--- src/rtl/uart_tx_fifo.sv ---
// Byte FIFO feeding UartTX: buffers host writes and launches one frame at a time,
// pacing on trc_i and flagging frames whose start never appears.
module uart_tx_fifo #(
  parameter int DEPTH         = 16,
  parameter int BIT_N         = 8,
  parameter int START_TIMEOUT = 64
) (
  input  logic                     clk,
  input  logic                     rst,
  input  logic                     wr_en_i,
  input  logic [BIT_N-1:0]         wr_data_i,
  output logic                     full_o,
  output logic                     empty_o,
  output logic [$clog2(DEPTH):0]   count_o,
  output logic                     ovf_o,
  input  logic                     ovf_clr_i,
  output logic                     tmo_o,
  output logic [BIT_N-1:0]         data_o,
  output logic                     data_rdy_o,
  input  logic                     trc_i
);
  localparam int AW = $clog2(DEPTH);
  localparam int TW = $clog2(START_TIMEOUT) + 1;

  typedef enum logic [1:0] {IDLE, LAUNCH, WAIT_START, WAIT_DONE} state_t;

  state_t           state, state_nx;
  logic [BIT_N-1:0] mem [DEPTH];
  logic [AW:0]      wr_ptr, rd_ptr;
  logic [TW-1:0]    timer;
  logic             pop, wr_acc, ovf_set, tmo_set, timer_clr, timer_inc;

  assign count_o    = wr_ptr - rd_ptr;
  assign empty_o    = (count_o == '0);
  assign full_o     = (count_o == (AW+1)'(DEPTH));
  assign data_rdy_o = (state == LAUNCH);

  // A pop frees a slot in the same cycle, so a write alongside it is never dropped.
  assign pop     = (state == IDLE) && !empty_o;
  assign wr_acc  = wr_en_i && (!full_o || pop);
  assign ovf_set = wr_en_i && full_o && !pop;

  always_ff @(posedge clk) begin
    if (wr_acc) mem[wr_ptr[AW-1:0]] <= wr_data_i;
  end

  always_ff @(posedge clk or posedge rst) begin
    if (rst) begin
      wr_ptr <= '0;
      rd_ptr <= '0;
      data_o <= '0;
      ovf_o  <= 1'b0;
      tmo_o  <= 1'b0;
    end else begin
      if (wr_acc) wr_ptr <= wr_ptr + 1'b1;
      if (pop) begin
        rd_ptr <= rd_ptr + 1'b1;
        data_o <= mem[rd_ptr[AW-1:0]];
      end
      if (ovf_set)        ovf_o <= 1'b1;
      else if (ovf_clr_i) ovf_o <= 1'b0;
      if (tmo_set) tmo_o <= 1'b1;
    end
  end

  always_ff @(posedge clk or posedge rst) begin
    if (rst) begin
      state <= IDLE;
      timer <= '0;
    end else begin
      state <= state_nx;
      if (timer_clr)      timer <= '0;
      else if (timer_inc) timer <= timer + 1'b1;
    end
  end

  always_comb begin
    state_nx  = state;
    tmo_set   = 1'b0;
    timer_clr = 1'b0;
    timer_inc = 1'b0;
    case (state)
      IDLE:       if (pop) state_nx = LAUNCH;
      LAUNCH: begin
        timer_clr = 1'b1;
        state_nx  = WAIT_START;
      end
      WAIT_START: begin
        if (trc_i) begin
          state_nx = WAIT_DONE;
        end else if (timer == TW'(START_TIMEOUT - 1)) begin
          // The byte is abandoned; the transmitter never acknowledged it.
          tmo_set  = 1'b1;
          state_nx = IDLE;
        end else begin
          timer_inc = 1'b1;
        end
      end
      WAIT_DONE:  if (!trc_i) state_nx = IDLE;
      default:    state_nx = IDLE;
    endcase
  end
endmodule

--- config.mk ---
export PLATFORM = sky130hd
export DESIGN_NAME = uart_tx_fifo
export DESIGN_NICKNAME = d
export VERILOG_FILES = /design/src/rtl/uart_tx_fifo.sv
export SDC_FILE = /design/constraint.sdc
export NUM_CORES = 1
export LEC_CHECK = 0
export BUFFER_PORTS_ARGS = -buffer_cell sky130_fd_sc_hd__buf_2
export CORE_MARGIN = 5
export CORE_UTILIZATION = 45
export CTS_CLUSTER_DIAMETER = 80
export DETAILED_ROUTE_END_ITERATION = 8
export SYNTH_ARGS = -nofsm -noshare
export SYNTH_HDL_FRONTEND = slang
export SYNTH_SLANG_ARGS = --single-unit
--- constraint.sdc ---
create_clock -name clk -period 6.2 [get_ports clk]
set_clock_uncertainty 0.15 [all_clocks]
set_input_delay 0.31 -clock clk [delete_from_list [all_inputs] [get_ports clk]]
set_output_delay 0.31 -clock clk [all_outputs]
set_load 0.05 [all_outputs]
### Yosys cells after proc, flatten, opt, wreduce, memory -nomap -nowiden

Memories as Yosys holds them, arrays and structs flattened. A register that Yosys moved wholly into a read port is not among the register bits.
Index checks and enable logic that the tools add are counted.

* add/subtract/negate cells: 4
* equality and inequality tests: 8
* mux-type cells: 18
* reductions and logical operators: 13

Operators by type and width (count)
* 7-bit 2-to-1 mux: 2
* 1-bit 2-to-1 mux: 11
* 5-bit by 1-bit adder with 5-bit output, second input constant: 2
* 2-bit 2-to-1 mux: 4
* 2-bit case mux with 4 select lines: 1
* 7-bit by 1-bit adder with 7-bit output, second input constant: 1
* 7-bit by 6-bit equality test with 1-bit output, second input constant: 1
* 5-bit equality test, second input constant: 1
* 5-bit zero test: 1
* 5-bit subtractor: 1
* 2-bit equality test, second input constant: 2
* 1-bit logical AND: 4
* 2-bit inequality test, second input constant: 2
* 2-bit nonzero test: 2
* 1-bit zero test: 3
* 3-bit inequality test, second input constant: 1
* 3-bit AND reduction: 1
* 2-bit by 1-bit equality test with 1-bit output, second input constant: 1
* 2-bit zero test: 1
* 1-bit logical OR: 1

* bits in registers: 21
* RAM bits: 128
* bits of input ports: 13
* output and inout bits: 18
* memories: 1

Memories
* mem: words 16, bits a word 8, rd ports 1, clocked after Yosys merged registers in 1, write ports 1, line 28 `logic [BIT_N-1:0] mem [DEPTH];`

### Longest topological paths before layout

* word-level depth: 8
* depth in mapped cells: 10

### Worst setup path after synthesis

OpenSTA, ideal clock, no wires.

* path type: register to register
* from: register rd_ptr[1]
* to: memory mem[10][0], enable pin
* library setup time: 332 ps
* data arrival time: 2889 ps
* path slack: 2829 ps
* cell stages (with the launch flop): 10
* path buffers: 2
* cell sequence: dfrtp_1 clkbuf_1 inv_1 fa_1 xor2_2 nand4b_1 nand2_1 a21boi_2 buf_2 and3_1

* cells in the longest elaborated chain, start to end: 8
* elaborated cells between the ends (all ways): 10
* those cells by class: add/sub (1); eq/ne (1); mux (2); reduce/logical (6)

Ends and longest elaborated chain
* start, declared: line 29 `logic [AW:0] wr_ptr, rd_ptr;`
* start signal, assigned: line 57 `rd_ptr <= rd_ptr + 1'b1;`
* 5-bit subtractor (*): line 33 `assign count_o = wr_ptr - rd_ptr;`
* named net count_o[2]: line 14 `output logic [$clog2(DEPTH):0] count_o,`
* 5-bit zero test: line 34 `assign empty_o = (count_o == '0);`
* 1-bit zero test: line 39 `assign pop = (state == IDLE) && !empty_o;`
* 1-bit logical AND: line 39
* 1-bit logical OR (*): line 40 `assign wr_acc = wr_en_i && (!full_o || pop);`
* 1-bit logical AND (*): line 40
* 1-bit 2-to-1 mux (*): line 44 `if (wr_acc) mem[wr_ptr[AW-1:0]] <= wr_data_i;`
* 1-bit 2-to-1 mux (not written as such) (*): line 44
* end, declared: line 28

The timed path passes the listed nets; every way through them passes the cells marked *.

### Final worst setup path

* from: register rd_ptr[1]
* to: memory mem[8][1], enable pin

* cells in the longest elaborated chain, start to end: 8
* elaborated cells between the ends (all ways): 10
* those cells by class: add/sub (1); eq/ne (1); mux (2); reduce/logical (6)

Ends and longest elaborated chain (line)
* 5-bit subtractor (*): 33
* 5-bit zero test: 34
* 1-bit zero test: 39
* 1-bit logical AND: 39
* 1-bit logical OR (*): 40
* 1-bit logical AND (*): 40
* 1-bit 2-to-1 mux (*): 44
* 1-bit 2-to-1 mux (not written as such) (*): 44

Mark *: on every way between the ends. The rest lies on a longest branch, timed or not.

==> metrics.csv <==
metric,value,unit
"FF+latch count, synth",157,
# IOs,31,
PwrDens,531,nW/um^2
clock root cell,clkbuf_16,
HP Class,primary input to register,
Hold Crit Start,wr_en_i,
Switching Fraction,0.377,
Avg WL per Cell,22.7,um
status,"complete, no violations",
WHS Endpoint,ovf_o$_DFFE_PP0P_,
share of cells above drive strength 1,0.261,
CP Capture Type,register,
crit start category,register,
area share of the largest cell type after synthesis,0.596,
1st-iter DRT viols,283,
most frequent cells in the layout,"edfxtp_1 (128), mux4_2 (32), buf_2 (30), dfrtp_1 (28)",
"Cell Area, Synth",6450,um^2
via count,3313,
Final Hold Vio Count,0,
achievable frequency,0.264,GHz
number of remaining DRC errors,0,
RePlAce Congestion,0.768,
vias in the first global route,3322,
Crit path largest cell delay,910,ps
Total GRT Usage,0.174,
"Clk pin slew, worst setup/hold paths",60,ps
Crit-path slowest cell,dfrtp_1,
Pins Over Slew Limit,0,
Antenna diodes,0,
max cap viols,0,
nets@finish,422,
cts bufs inserted,17,
switching power,1460,uW
WS Path Type,register to register,
Skew-Pair Late Insertion Delay,420,ps
initial antenna violation count,0,
sequential area share after synthesis,0.709,
clock network power share,0.242,
period utilization,0.610,
vias per cell,5.62,
core area,14000,um^2
crit path max fanout,21,
Routed WL,13.4,mm
buffer and inverter count on the worst path,1,
Flop pwr share,0.373,
most area-hungry cell type in the Yosys netlist,edfxtp_1,
Die Area,16800,um^2
average size of a mapped cell,18.2,um^2
Area contributors post-synth,"edfxtp_1 (60%), dfrtp_1 (11%), mux4_2 (11%)",
WP data arrival,3700,ps
Least-Margin Pin Slew,1080,ps
cell row count,43,
hold path depth,3,
DPL Wire Length,8.71,mm
Die H,130,um
Max-slew headroom,0.271,
fin util,0.523,
r2r endpoint,mem[8][1]$_DFFE_PP_,
CTS tree,yes,
Worst R2R Setup Slack,2420,ps
Critical Path RT,6120,ps
"CP delay by family, top",flip-flops,
Area Growth Syn to Fin,13.5,%
Routed Antenna Nets,0,
H-tree levels,4,
Bufs on Longest Clock Path,2,
Post-CTS Setup Bufs,0,
first-pass GRT wire length,20.9,mm
worst-path cell chain,inv_1 > fa_1 > xor2_2 > nand4b_1 > nand2_1 > a21boi_2 > and3_1,
"commonest non-fill, non-tap cell in the layout",edfxtp_1,
Lkg Pwr,0.00264,uW
Ys Warns,0,
worst vdd ir,0.000286,V
Logic pwr share,0.385,
minimum clock period,3780,ps
initial core utilization,0.461,
Internal,2420,uW
Final TNS setup,0,ps
DP Cell Count,556,
final hold slack,41.5,ps
largest net degree at the start of global routing,37,
CTS sink cnt,157,
Mapped Cells,355,
Reg2Reg Depth,7,
Final Non-Filler Cells,590,
Die Span X,130,um
Yosys cell types,40,
Synthesized Nets,379,
dpl ws,2400,ps
Final WS setup,2420,ps
reg2reg start,rd_ptr[1]$_DFFE_PP0P_,
Port Buffers,30,
Final Setup Violations,0,
Congestion Overflow GR,0,
DR pass1 iterations,5,
RSZ-0062 raised after global routing,no,
[synthesized netlist by cell type (all sizes together)]
cell type,number
ha,10
o22ai,16
o2bb2a,1
nand3b,2
a211o,1
nand3,8
a31oi,1
fa,1
nor2b,2
clkbuf,4
xor2,7
or3,2
o21ai,5
and3,14
nor2,17
xnor2,6
dfrtp,29
and2,5
nand2b,2
nor3,3
a21boi,1
buf,7
edfxtp,128
nand4b,1
nor3b,2
mux2,10
o31ai,1
o21bai,1
a21oi,8
nand4,2
inv,13
mux4,32
nand2,13
[cell families after synthesis]
| kind of cell | after synthesis | synth area share |
|---|---|---|
| adders and majority gates | 11 | 0.0225 |
| muxes | 42 | 0.134 |
| AOI/OAI and AO/OA | 35 | 0.0351 |
| and+or+nand+nor | 73 | 0.0602 |
| buffers and inverters | 24 | 0.0206 |
| xor gates and xnor gates | 13 | 0.0188 |
| DFF | 157 | 0.709 |
[through the flow]
stage / cell area [um^2] / total power (uW)
floorplan: 6450 / 2640
global placement: 6750 / 2960
detailed placement: 6750 / 2970
CTS: 7320 / 3930
global route: 7320 / 4090
finish: 7320 / 3890
[worst register-to-register path: cells and delay by family, from the launching register on]
kind | cells | cell delay [ps]
flops | 1 | 910
fa+ha+maj | 1 | 500
buf+inv | 1 | 230
simple gates | 3 | 860
compound gates | 1 | 570
xor+xnor | 1 | 210
[flip-flops by register name, summed over array words and instances, names as in the netlist]
| signal | count |
|---|---|
| ovf_o | 1 |
| state | 2 |
| rd_ptr | 5 |
| tmo_o | 1 |
| mem | 128 |
| wr_ptr | 5 |
| timer | 7 |
| data_o | 8 |
[per-layer routing]
layer | track usage | up-vias | share of wire
met5 | 0 | - | 0
met4 | 0.0513 | 0 | 0.011
met3 | 0.0425 | 15 | 0.049
met2 | 0.274 | 107 | 0.51
met1 | 0.244 | 1708 | 0.43
li1 | - | 1483 | -
[power by group through the flow]
stage | Clock (uW) | Sequential [uW] | Combinational, uW
floorplan | 0 | 1500 | 1140
global placement | 0 | 1470 | 1500
detailed placement | 0 | 1470 | 1500
CTS | 963 | 1450 | 1510
global route | 1010 | 1470 | 1610
finish | 942 | 1450 | 1500
[worst max path at each step]
| stage | from | to | slack (ps) | cells past startpoint |
|---|---|---|---|---|
| after floorplan | rd_ptr[1]$_DFFE_PP0P_ | mem[10][0]$_DFFE_PP_ | 2830 | 9 |
| after global placement | rd_ptr[0]$_DFFE_PP0P_ | mem[8][7]$_DFFE_PP_ | 2390 | 9 |
| after detailed placement | rd_ptr[1]$_DFFE_PP0P_ | mem[6][4]$_DFFE_PP_ | 2400 | 7 |
| after CTS | rd_ptr[1]$_DFFE_PP0P_ | mem[6][6]$_DFFE_PP_ | 2380 | 7 |
| after global routing | rd_ptr[0]$_DFFE_PP0P_ | mem[6][0]$_DFFE_PP_ | 2090 | 9 |
| final | rd_ptr[1]$_DFFE_PP0P_ | mem[8][1]$_DFFE_PP_ | 2420 | 7 |
[final cells by class]
class	instances	area, um^2
Sequential cell	157	4570
Inverter	13	48.8
Tap cell	180	225
Timing Repair Buffer	35	195
Clock inverter	10	95.1
Multi-Input combinational cell	174	1740
Fill cell	1151	6670
Clock buffer	21	440
[what timing repair did]
item	in CTS	in global routing
hold endpoints to repair	14	0
resized for setup	0	0
hold buffers	3	0
Note: power is estimated with default switching activity, not from simulation.
